[src/rtl/uart_pkg.sv]
// Shared types and constants for the UART frame transmitter.
package uart_pkg;

  localparam int FRAME_W = 10;

  typedef enum logic [1:0] {
    IDLE,
    SHIFT,
    GAP
  } tx_state_t;

  localparam logic START_BIT = 1'b0;
  localparam logic STOP_BIT  = 1'b1;

  // A well-formed frame carries a start bit in bit 0 and a stop bit in bit 9.
  function automatic logic frame_ok(input logic [FRAME_W-1:0] frame);
    return (frame[0] == START_BIT) && (frame[FRAME_W-1] == STOP_BIT);
  endfunction

endpackage

[src/rtl/baud_counter.sv]
// Free-running 0..CLKS_PER_BIT-1 counter; tick marks the last cycle of each bit-time.
module baud_counter #(
  parameter int CLKS_PER_BIT = 8
) (
  input  logic clk,
  input  logic reset_n,
  input  logic en,
  input  logic clr,
  output logic tick
);

  localparam int CW = (CLKS_PER_BIT > 1) ? $clog2(CLKS_PER_BIT) : 1;
  localparam logic [CW-1:0] LAST = CW'(CLKS_PER_BIT - 1);

  logic [CW-1:0] cnt;

  assign tick = en && (cnt == LAST);

  // NOTE: sequential state uses <= so every flop samples pre-edge values.
  always_ff @(posedge clk or negedge reset_n) begin
    if (!reset_n)          cnt <= '0;
    else if (clr || tick)  cnt <= '0;
    else if (en)           cnt <= cnt + 1'b1;
  end

endmodule

[src/rtl/uart_frame_tx.sv]
// Ready/valid fed UART transmitter: shifts one 10-bit frame LSB-first, then a guard gap.
// Optional frame checking is compiled in with `define UART_TX_FRAME_CHECK_EN.
module uart_frame_tx
  import uart_pkg::*;
#(
  parameter int CLK_HZ       = 50_000_000,
  parameter int BAUD         = 9600,
  parameter int CLKS_PER_BIT = CLK_HZ / BAUD,
  parameter int GAP_BITS     = 1
) (
  input  logic               clk,
  input  logic               reset_n,
  input  logic               ivalid,
  output logic               iready,
  input  logic [FRAME_W-1:0] idata,
  output logic               txd,
  output logic               busy,
  output logic               ferr
);

  localparam int GAP_CYCLES = GAP_BITS * CLKS_PER_BIT;
  localparam int GW = ($clog2(GAP_CYCLES + 1) > 0) ? $clog2(GAP_CYCLES + 1) : 1;

  tx_state_t          state, state_d;
  logic [FRAME_W-1:0] shreg;
  logic [3:0]         bit_idx;
  logic [GW-1:0]      gap_cnt;
  logic               bit_tick;
  logic               accept;
  logic               frame_good;
  logic               load;
  logic               last_bit;
  logic               gap_done;

  assign accept   = ivalid && iready;
  assign last_bit = bit_tick && (bit_idx == 4'd9);
  // Gap length is measured in whole bit-times, accumulated as elapsed cycles.
  assign gap_done = bit_tick && ((int'(gap_cnt) + CLKS_PER_BIT) == GAP_CYCLES);
  assign busy     = (state != IDLE);

`ifdef UART_TX_FRAME_CHECK_EN
  logic ferr_q;
  assign frame_good = frame_ok(idata);
  assign ferr       = ferr_q;

  always_ff @(posedge clk or negedge reset_n) begin
    if (!reset_n) ferr_q <= 1'b0;
    else          ferr_q <= accept && !frame_good;
  end
`else
  assign frame_good = 1'b1;
  assign ferr       = 1'b0;
`endif

  baud_counter #(
    .CLKS_PER_BIT(CLKS_PER_BIT)
  ) u_baud (
    .clk    (clk),
    .reset_n(reset_n),
    .en     (state != IDLE),
    .clr    (state == IDLE),
    .tick   (bit_tick)
  );

  always_ff @(posedge clk or negedge reset_n) begin
    if (!reset_n) state <= IDLE;
    else          state <= state_d;
  end

  // NOTE: every signal written here gets a default first, so no latch is inferred.
  always_comb begin
    state_d = state;
    load    = 1'b0;
    unique case (state)
      IDLE:  if (accept && frame_good) begin
               state_d = SHIFT;
               load    = 1'b1;
             end
      SHIFT: if (last_bit) state_d = (GAP_BITS > 0) ? GAP : IDLE;
      GAP:   if (gap_done) state_d = IDLE;
      default: state_d = IDLE;
    endcase
  end

  // NOTE: the frame register is reset too; it is only 10 flops and keeps txd defined.
  always_ff @(posedge clk or negedge reset_n) begin
    if (!reset_n) begin
      shreg   <= '1;
      txd     <= STOP_BIT;
      iready  <= 1'b0;
      bit_idx <= '0;
      gap_cnt <= '0;
    end else begin
      // Dropping on the accept edge forbids back-to-back frames and completes a rejected handshake.
      iready <= (state_d == IDLE) && !accept;

      if (load) begin
        shreg   <= idata;
        txd     <= idata[0];
        bit_idx <= '0;
      end else if (state == SHIFT && bit_tick) begin
        shreg   <= {STOP_BIT, shreg[FRAME_W-1:1]};
        txd     <= last_bit ? STOP_BIT : shreg[1];
        bit_idx <= last_bit ? 4'd0 : bit_idx + 4'd1;
      end

      if (state == GAP) begin
        if (bit_tick) gap_cnt <= gap_cnt + GW'(CLKS_PER_BIT);
      end else begin
        gap_cnt <= '0;
      end
    end
  end

endmodule
[config.mk]
export PLATFORM = sky130hd
export DESIGN_NAME = uart_frame_tx
export DESIGN_NICKNAME = d
export VERILOG_FILES = /design/src/rtl/uart_pkg.sv /design/src/rtl/baud_counter.sv /design/src/rtl/uart_frame_tx.sv
export SDC_FILE = /design/constraint.sdc
export NUM_CORES = 1
export LEC_CHECK = 0
export ABC_CLOCK_PERIOD_IN_PS = 1950
export CORE_UTILIZATION = 52
export DETAILED_ROUTE_END_ITERATION = 7
export PLACE_DENSITY = 0.76
export SLEW_MARGIN = 10
export SYNTH_ARGS = -nofsm -noshare
export SYNTH_HDL_FRONTEND = slang
export SYNTH_HIERARCHICAL = 1
export SYNTH_SLANG_ARGS = --single-unit
export TNS_END_PERCENT = 1
[constraint.sdc]
create_clock -name clk -period 1.95 [get_ports clk]
set_input_delay 0.2925 -clock clk [delete_from_list [all_inputs] [get_ports clk]]
set_output_delay 0.2925 -clock clk [all_outputs]
set_load 0.03 [all_outputs]
==> impl_results.md, run 1 <==
- Status: complete, no violations
- Die area: 4250 um^2
- # setup viols final: 0
- GP Congestion: 0.843
- CP startpoint: state[0]
- Routed vias/inst: 5.38
- Site Rows: 22
- Sequential Power Share: slightly above 50%
- Mapped Nets: 236
- Critical path endpoint category: flip-flop
- Area grow syn2layout: 21.8%
- DRT Wirelength: 3.94 mm
- Synthesis warning total: 6
- Period utilisation layout: between 90% and 100%
- Cell-internal power: 1310 uW
- H-tree depth: 2
- Reg2Reg Launch Point: state[0]
- CTS buffer count: 5
- Post-synth top area cell: dfrtp_1
- Ports: 17
- HP Class: reg -> reg
- Pre-Repair DR Iteration Count: 4
- Root Driver: clkbuf_8
- Worst slew margin: 60.9%
- Final net count: 264
- Achievable Freq: 518 MHz
- Skew-Pair Late Insertion Delay: ~0.29 ns
- Netlist cell types: 47
- Clock Sinks: 40
- Die height: 65.2 um
- FF-to-FF End: iready
- DP Cell Count: around 290
- Final Hold Viols: 0
- Multi-input logic area: around 1000 um^2
- Share of cells above drive strength 1: ~23%
- Number of global-route vias before repair: approximately 1,600
- Clk buf depth: 2
- Yosys reg bits: 40
- TritonCTS clock tree: built
- Final std cells w/o fill: 296
- Main synth FF type: dfrtp_1
- Seq/Total Area, Yosys: 48.8%
- Largest net degree at the start of global routing: 27
- Drt initial violations: between 80 and 90
- Post-synthesis async set-or-reset flop share: between 90% and 100%
- Post-synth EDFFs: 0
- Initial Util: 55.4%
- Syn_area_per_cell: 9.48 um^2
- Critical Path Sink: iready
- WL/cell: 13.3 um
- Clock transition at path regs: 0.08 ns
- Clock skew: 0.00454 ns
- Synth Instances: 219
- Number of diodes: 0
- Worst R2R Path Depth: 8
- Reg area: 1010 um^2
- Sw frac: 19.4%
- Fillers: about 310
- Required time worst endpoint: 2.18 ns
- Antenna-violating nets left: 0
- Startpoint Class: flip-flop
- Post-synth top area share: 36.2%
- Final min period: 1.93 ns
- WS Path Type: reg -> reg
- Pin slew with the least headroom to its limit: 0.587 ns
- Global-route wire length before repair: 7.22 mm
- Grt ovf: 0
- Vias: roughly 1,600
- Psw: 314 uW
- Combinational share of power: 2.9%
- Die W: 65.2 um
- Crit path max fanout: 6
- Hpwl dp: 2.76 mm
- Core region area: between 3000 and 4000 um^2
- Mapped Area: 2080 um^2
- Clock network fraction of design power: 45.9%
- Final Max Slew Viols: 0
- GRT Resource Usage Total: between 20% and 30%
- Hold_ws: between 0.4 and 0.5 ns
- DRC viols: 0
- Worst Path Arrival: 2.16 ns
- Port Buf Inserts: 15
- Initial antenna violation count: 0
- Leak: 0.00113 uW
- Power Dens Cells: 641 nW/um^2
- Area contributors post-synth: dfrtp_1 (36%), dfstp_2 (13%), xor2_1 (6.8%), nor2_1 (6.0%), nand2_1 (5.6%)
- Max-Cap Viols: 0
- RSZ-0062 raised after global routing: true
- VDD IR max: 0.389 mV
- FF-to-FF setup slack: 0.02 ns
[routing by layer]
metal | up-vias | global-route usage [%] | share of wire [%]
met2 | 28 | 36.1 | 48
met5 | - | 0 | 0
met3 | 2 | 5.21 | 3.5
met4 | 0 | 8.97 | 0.89
met1 | 765 | 28.7 | 48
li1 | 798 | - | -
[synthesized netlist by cell type (all sizes together), types with 5 or more instances]
library cell,number
nor2,36
nand2,31
dfrtp,30
xor2,16
dfstp,10
a31oi,8
buf,7
inv,7
nand4,7
o21ai,7
clkbuf,6
xnor2,6
a21oi,5
[state kept, by name, indices dropped and copies added (netlist names)]
name and cells:
state 2, txd 1, iready 1, bit_idx 4, u_baud/cnt 13, shreg 9, gap_cnt 10
[power groups by stage]
stage                     clock (uW)  combinational [uW]  sequential [uW]
final                            743                47.2              830
after global routing             781                53.5              830
after CTS                        763                48.6              830
after detailed placement           0                47.2              845
after global placement             0                47.1              845
after floorplan                    0                4.19              846
[layout make-up]
type / count / area share, %
well taps: 48 / 2.38
clock buffers: 7 / 3.81
inverters: 7 / 1.14
multi-input cells: 159 / 38.9
repair buffers: 34 / 12.5
flip-flops and latches: 40 / 40.1
clock inverters: 1 / 1.19
[how the worst min path moves through the flow]
stage | cells past startpoint | to | startpoint | slack (ns)
3_3_place_gp | 1 | u_baud/cnt[0] | reset_n | 0.32
5_1_grt | 2 | shreg[2] | shreg[2] | 0.50
6_report | 2 | shreg[2] | shreg[3] | 0.49
2_1_floorplan | 0 | bit_idx[0] | reset_n | -0.003
3_5_place_dp | 1 | u_baud/cnt[0] | reset_n | 0.33
4_1_cts | 2 | shreg[7] | shreg[7] | 0.49
[critical path, cell delays in order, from the launching register on]
cell,delay [ns]
dfrtp_1,0.40
nor2_4,0.06
inv_4,0.08
and3_4,0.20
and4_4,0.20
or4b_1,0.45
nor3_2,0.11
a41o_1,0.21
and3_1,0.16
[cells by family (layout without fill, tap and decap cells)]
kind of cell	Yosys count	in the layout	synth area share, %
flip-flops	40	40	48.8
AND/OR/NAND/NOR	102	102	24.9
adder cells (fa/ha/maj)	4	4	2.41
XOR/XNOR	22	22	9.28
other	1	1	0.181
buffers and inverters	20	49	5.06
multiplexers	1	1	0.482
AO/OA/AOI/OAI	29	29	8.86
[placed cells by master, fill, tap and decap left out, types with 2 or more instances in the layout]
cell type / netlist / final
nor2_1: 33 / 32
nand2_1: 31 / 29
dfrtp_1: 30 / 29
xor2_1: 16 / 16
buf_4: 1 / 16
clkdlybuf4s50_1: 0 / 14
dfstp_2: 10 / 10
a31oi_1: 8 / 8
nand4_1: 7 / 7
clkbuf_8: 0 / 7
inv_1: 7 / 6
o21ai_1: 6 / 6
xnor2_1: 6 / 6
a21oi_1: 5 / 5
nand3_1: 4 / 4
ha_1: 4 / 4
nor3_1: 3 / 3
nor2b_1: 3 / 3
nor2_2: 3 / 3
nand2_2: 0 / 2
and3_1: 2 / 2
buf_12: 0 / 2
and4_1: 2 / 2
[timing repair]
action	CTS	global route
setup buffers	1	0
gates resized for setup	1	4
endpoints found under the hold margin	6	0
setup endpoints to repair	1	15
hold buffers	1	0
[through the flow]
stage / cell area (um^2) / total power [uW] / setup TNS (ns) / setup slack (ns) / util (%)
after floorplan: 2090 / 850 / -0.142 / -0.0924 / -
after global placement: 2370 / 892 / 0 / 0.0606 / 63.2
after detailed placement: 2370 / 893 / -0.00396 / -0.00396 / 63.2
after CTS: 2520 / 1640 / 0 / 0.00912 / 67.2
after global routing: 2530 / 1660 / -0.0700 / -0.0613 / 67.5
final: 2530 / 1620 / 0 / 0.0204 / 67.5
Note: power is estimated with default switching activity, not from simulation.
==> inputs of run 2 (changes only) <==
--- a/config.mk
+++ b/config.mk
@@ -6,10 +6,11 @@
 export NUM_CORES = 1
 export LEC_CHECK = 0
 export ABC_CLOCK_PERIOD_IN_PS = 1950
+export CORE_MARGIN = 5
 export CORE_UTILIZATION = 52
 export DETAILED_ROUTE_END_ITERATION = 7
 export PLACE_DENSITY = 0.76
-export SLEW_MARGIN = 10
+export SLEW_MARGIN = 20
 export SYNTH_ARGS = -nofsm -noshare
 export SYNTH_HDL_FRONTEND = slang
 export SYNTH_HIERARCHICAL = 1
==> run 2 against run 1 <==
Utilization decreased by 3.7 points. Register-to-register slack improved by 0.02 ns. Combinational power decreased by 2%. Setup slack improved by 0.024 ns. Sequential share of layout area increased by 0.20 points. Clock skew increased by 0.00069 ns. Via count decreased by 2.4%.
==> impl_results.md, run 2 (synthesis results as in run 1) <==
- Post-Layout Inst Area: 2510 um^2 (was 2530 um^2)
- Startpoint Class: flip-flop (unchanged)
- H-tree depth: 2 (unchanged)
- FF-to-FF setup slack: 0.04 ns (was 0.02 ns)
- Ports: 17 (unchanged)
- Multi-input logic area: 987 um^2 (was 982 um^2)
- Fillers: 315 (was 312)
- Site Rows: 23 (was 22)
- Pre-Repair DR Iteration Count: 4 (unchanged)
- WS Path Type: reg -> reg (unchanged)
- Vias: 1,554 (was 1,593)
- Required time worst endpoint: 2.18 ns (about the same)
- Slowest-stage cell, CP: or4b_1 (unchanged)
- Reg area: 1010 um^2 (unchanged)
- # setup viols final: 0 (unchanged)
- Critical path endpoint category: flip-flop (unchanged)
- Power Dens Cells: 590 nW/um^2 (was 641 nW/um^2)
- Share of cells above drive strength 1: 23.5% (was 22.6%)
- DRC viols: 0 (unchanged)
- Largest net degree at the start of global routing: 20 (was 27)
- Max FFs per register: 13 (unchanged)
- DRT Wirelength: 4.01 mm (was 3.94 mm)
- Die height: 73.2 um (was 65.2 um)
- Area grow syn2layout: 21.2% (was 21.8%)
- Die area: 5360 um^2 (was 4250 um^2)
- Top Registers: u_baud/cnt: 13 flops, gap_cnt: 10 flops, shreg: 9 flops (unchanged)
- Max-Cap Viols: 0 (unchanged)
- Leak: 0.00113 uW (about the same)
- Port Buf Inserts: 15 (unchanged)
- CP startpoint: u_baud/cnt[0] (was state[0])
- Clock transition at path regs: 0.08 ns (about the same)
- Drt initial violations: 79 (was 81)
- GP Congestion: 0.788 (was 0.843)
- Routed vias/inst: 5.16 (was 5.38)
- GRT Resource Usage Total: 16.7% (was 22.3%)
- Commonest non-fill, non-tap cell in the layout: nor2_1 (unchanged)
- HP Class: in -> async (was reg -> reg)
- Final net count: 267 (was 264)
- Status: complete, no violations (unchanged)
- Clock Sinks: 40 (unchanged)
- Reg2Reg Launch Point: u_baud/cnt[0] (was state[0])
- CTS buffer count: 5 (unchanged)
- Achievable Freq: 525 MHz (was 518 MHz)
- Number of diodes: 0 (unchanged)
- Final std cells w/o fill: 301 (was 296)
- Grt ovf: 0 (unchanged)
- VDD IR max: 0.392 mV (was 0.389 mV)
- Period utilisation layout: 97.7% (was 99.0%)
- Post-CTS Setup Inserts: 0 (was 1)
- Worst Path Arrival: 2.13 ns (was 2.16 ns)
- Final min period: 1.91 ns (was 1.93 ns)
- Clk buf depth: 2 (unchanged)
- Core region area: 3940 um^2 (was 3740 um^2)
- Number of global-route vias before repair: 1,502 (was 1,606)
- Buf/Inv on CP: 0 (was 1)
- Hpwl dp: 2.95 mm (was 2.76 mm)
- Slowest Stage Delay on Critical Path: 0.45 ns (about the same)
- Tot Pwr: 1480 uW (was 1620 uW)
- Initial Util: 52.6% (was 55.4%)
- Final Max Slew Viols: 0 (unchanged)
- Crit path max fanout: 3 (was 6)
- WL/cell: 13.3 um (about the same)
- Die W: 73.2 um (was 65.2 um)
- Crit-path cells: ha_1, and3_4, and4_4, or4b_1, nor3_2, a41o_1, and3_1 (was nor2_4, inv_4, and3_4, and4_4, or4b_1, nor3_2, a41o_1, and3_1)
- Utilization after layout: 63.8% (was 67.5%)
- Clock skew: 0.00522 ns (was 0.00454 ns)
- DP Cell Count: 292 (was 286)
- Setup TNS: 0 ns (unchanged)
- Skew-Pair Late Insertion Delay: 0.28 ns (was 0.29 ns)
- Initial antenna violation count: 0 (unchanged)
- Antenna-violating nets left: 0 (unchanged)
- RSZ-0062 raised after global routing: true (unchanged)
- Top delay family on crit path: simple AND/OR/NAND/NOR gates (unchanged)
- Most frequent cells in the layout: nor2_1 (32), nand2_1 (30), dfrtp_1 (29), buf_4 (20), xor2_1 (16) (was nor2_1 (32), nand2_1 (29), dfrtp_1 (29), xor2_1 (16), buf_4 (16))
- Biggest register: u_baud/cnt (unchanged)
- Global-route wire length before repair: 6.93 mm (was 7.22 mm)
- Final Hold Viols: 0 (unchanged)
- Area after DPL: 2370 um^2 (about the same)
- Root Driver: clkbuf_8 (unchanged)
- TritonCTS clock tree: built (unchanged)
-- run 2: repair_timing --
item                                   CTS  global route
endpoints found under the hold margin   17             0
hold buffers                             1             0
setup endpoints to repair                0            18
gates resized for setup                  0             8
-- run 2: routing by layer --
metal / up-vias / share of wire (%) / GRT usage [%]
met3: 5 / 3.0 / 3.72
met1: 733 / 48 / 23.2
met2: 17 / 48 / 25.3
li1: 799 / - / -
met4: 0 / 1.1 / 6.15
met5: - / 0 / 0
-- run 2: per-stage QoR --
| step | setup slack (ns) | hold slack, ns |
|---|---|---|
| after floorplan | -0.0924 | -0.00309 |
| after global placement | 0.0725 | 0.254 |
| after detailed placement | 0.0123 | 0.254 |
| after CTS | 0.00638 | 0.482 |
| after global routing | -0.0758 | 0.508 |
| final | 0.0440 | 0.480 |
-- run 2: path summary, 6_finish.rpt --
| kind | end | cells after the start |
|---|---|---|
| hold reg to reg | shreg[1] | 2 |
| setup / recovery | iready | 7 |
| setup reg to reg | iready | 7 |
| hold / removal | u_baud/cnt[6] | 2 |
| min in group clk | shreg[1] | 2 |
| max in group asynchronous | shreg[8] | 3 |
-- run 2: power by group --
part	switching (uW)	internal, uW
sequential	0	830
combinational	22.5	23.8
clock	280	328
-- run 2: final cells by class --
type	count	share of cell area [%]
Sequential cell	40	40.3
Clock inverter	1	0.199
Timing Repair Buffer	37	12.7
Tap cell	50	2.49
Multi-Input combinational cell	159	39.3
Clock buffer	7	3.88
Inverter	7	1.14
-- run 2: worst reg2reg max path: cells and delay by family (launching register included) --
kind | cells | cell delay (ns)
AND/OR/NAND/NOR | 5 | 1.10
AO/OA/AOI/OAI | 1 | 0.19
flip-flops | 1 | 0.38
adder cells (fa/ha/maj) | 1 | 0.18
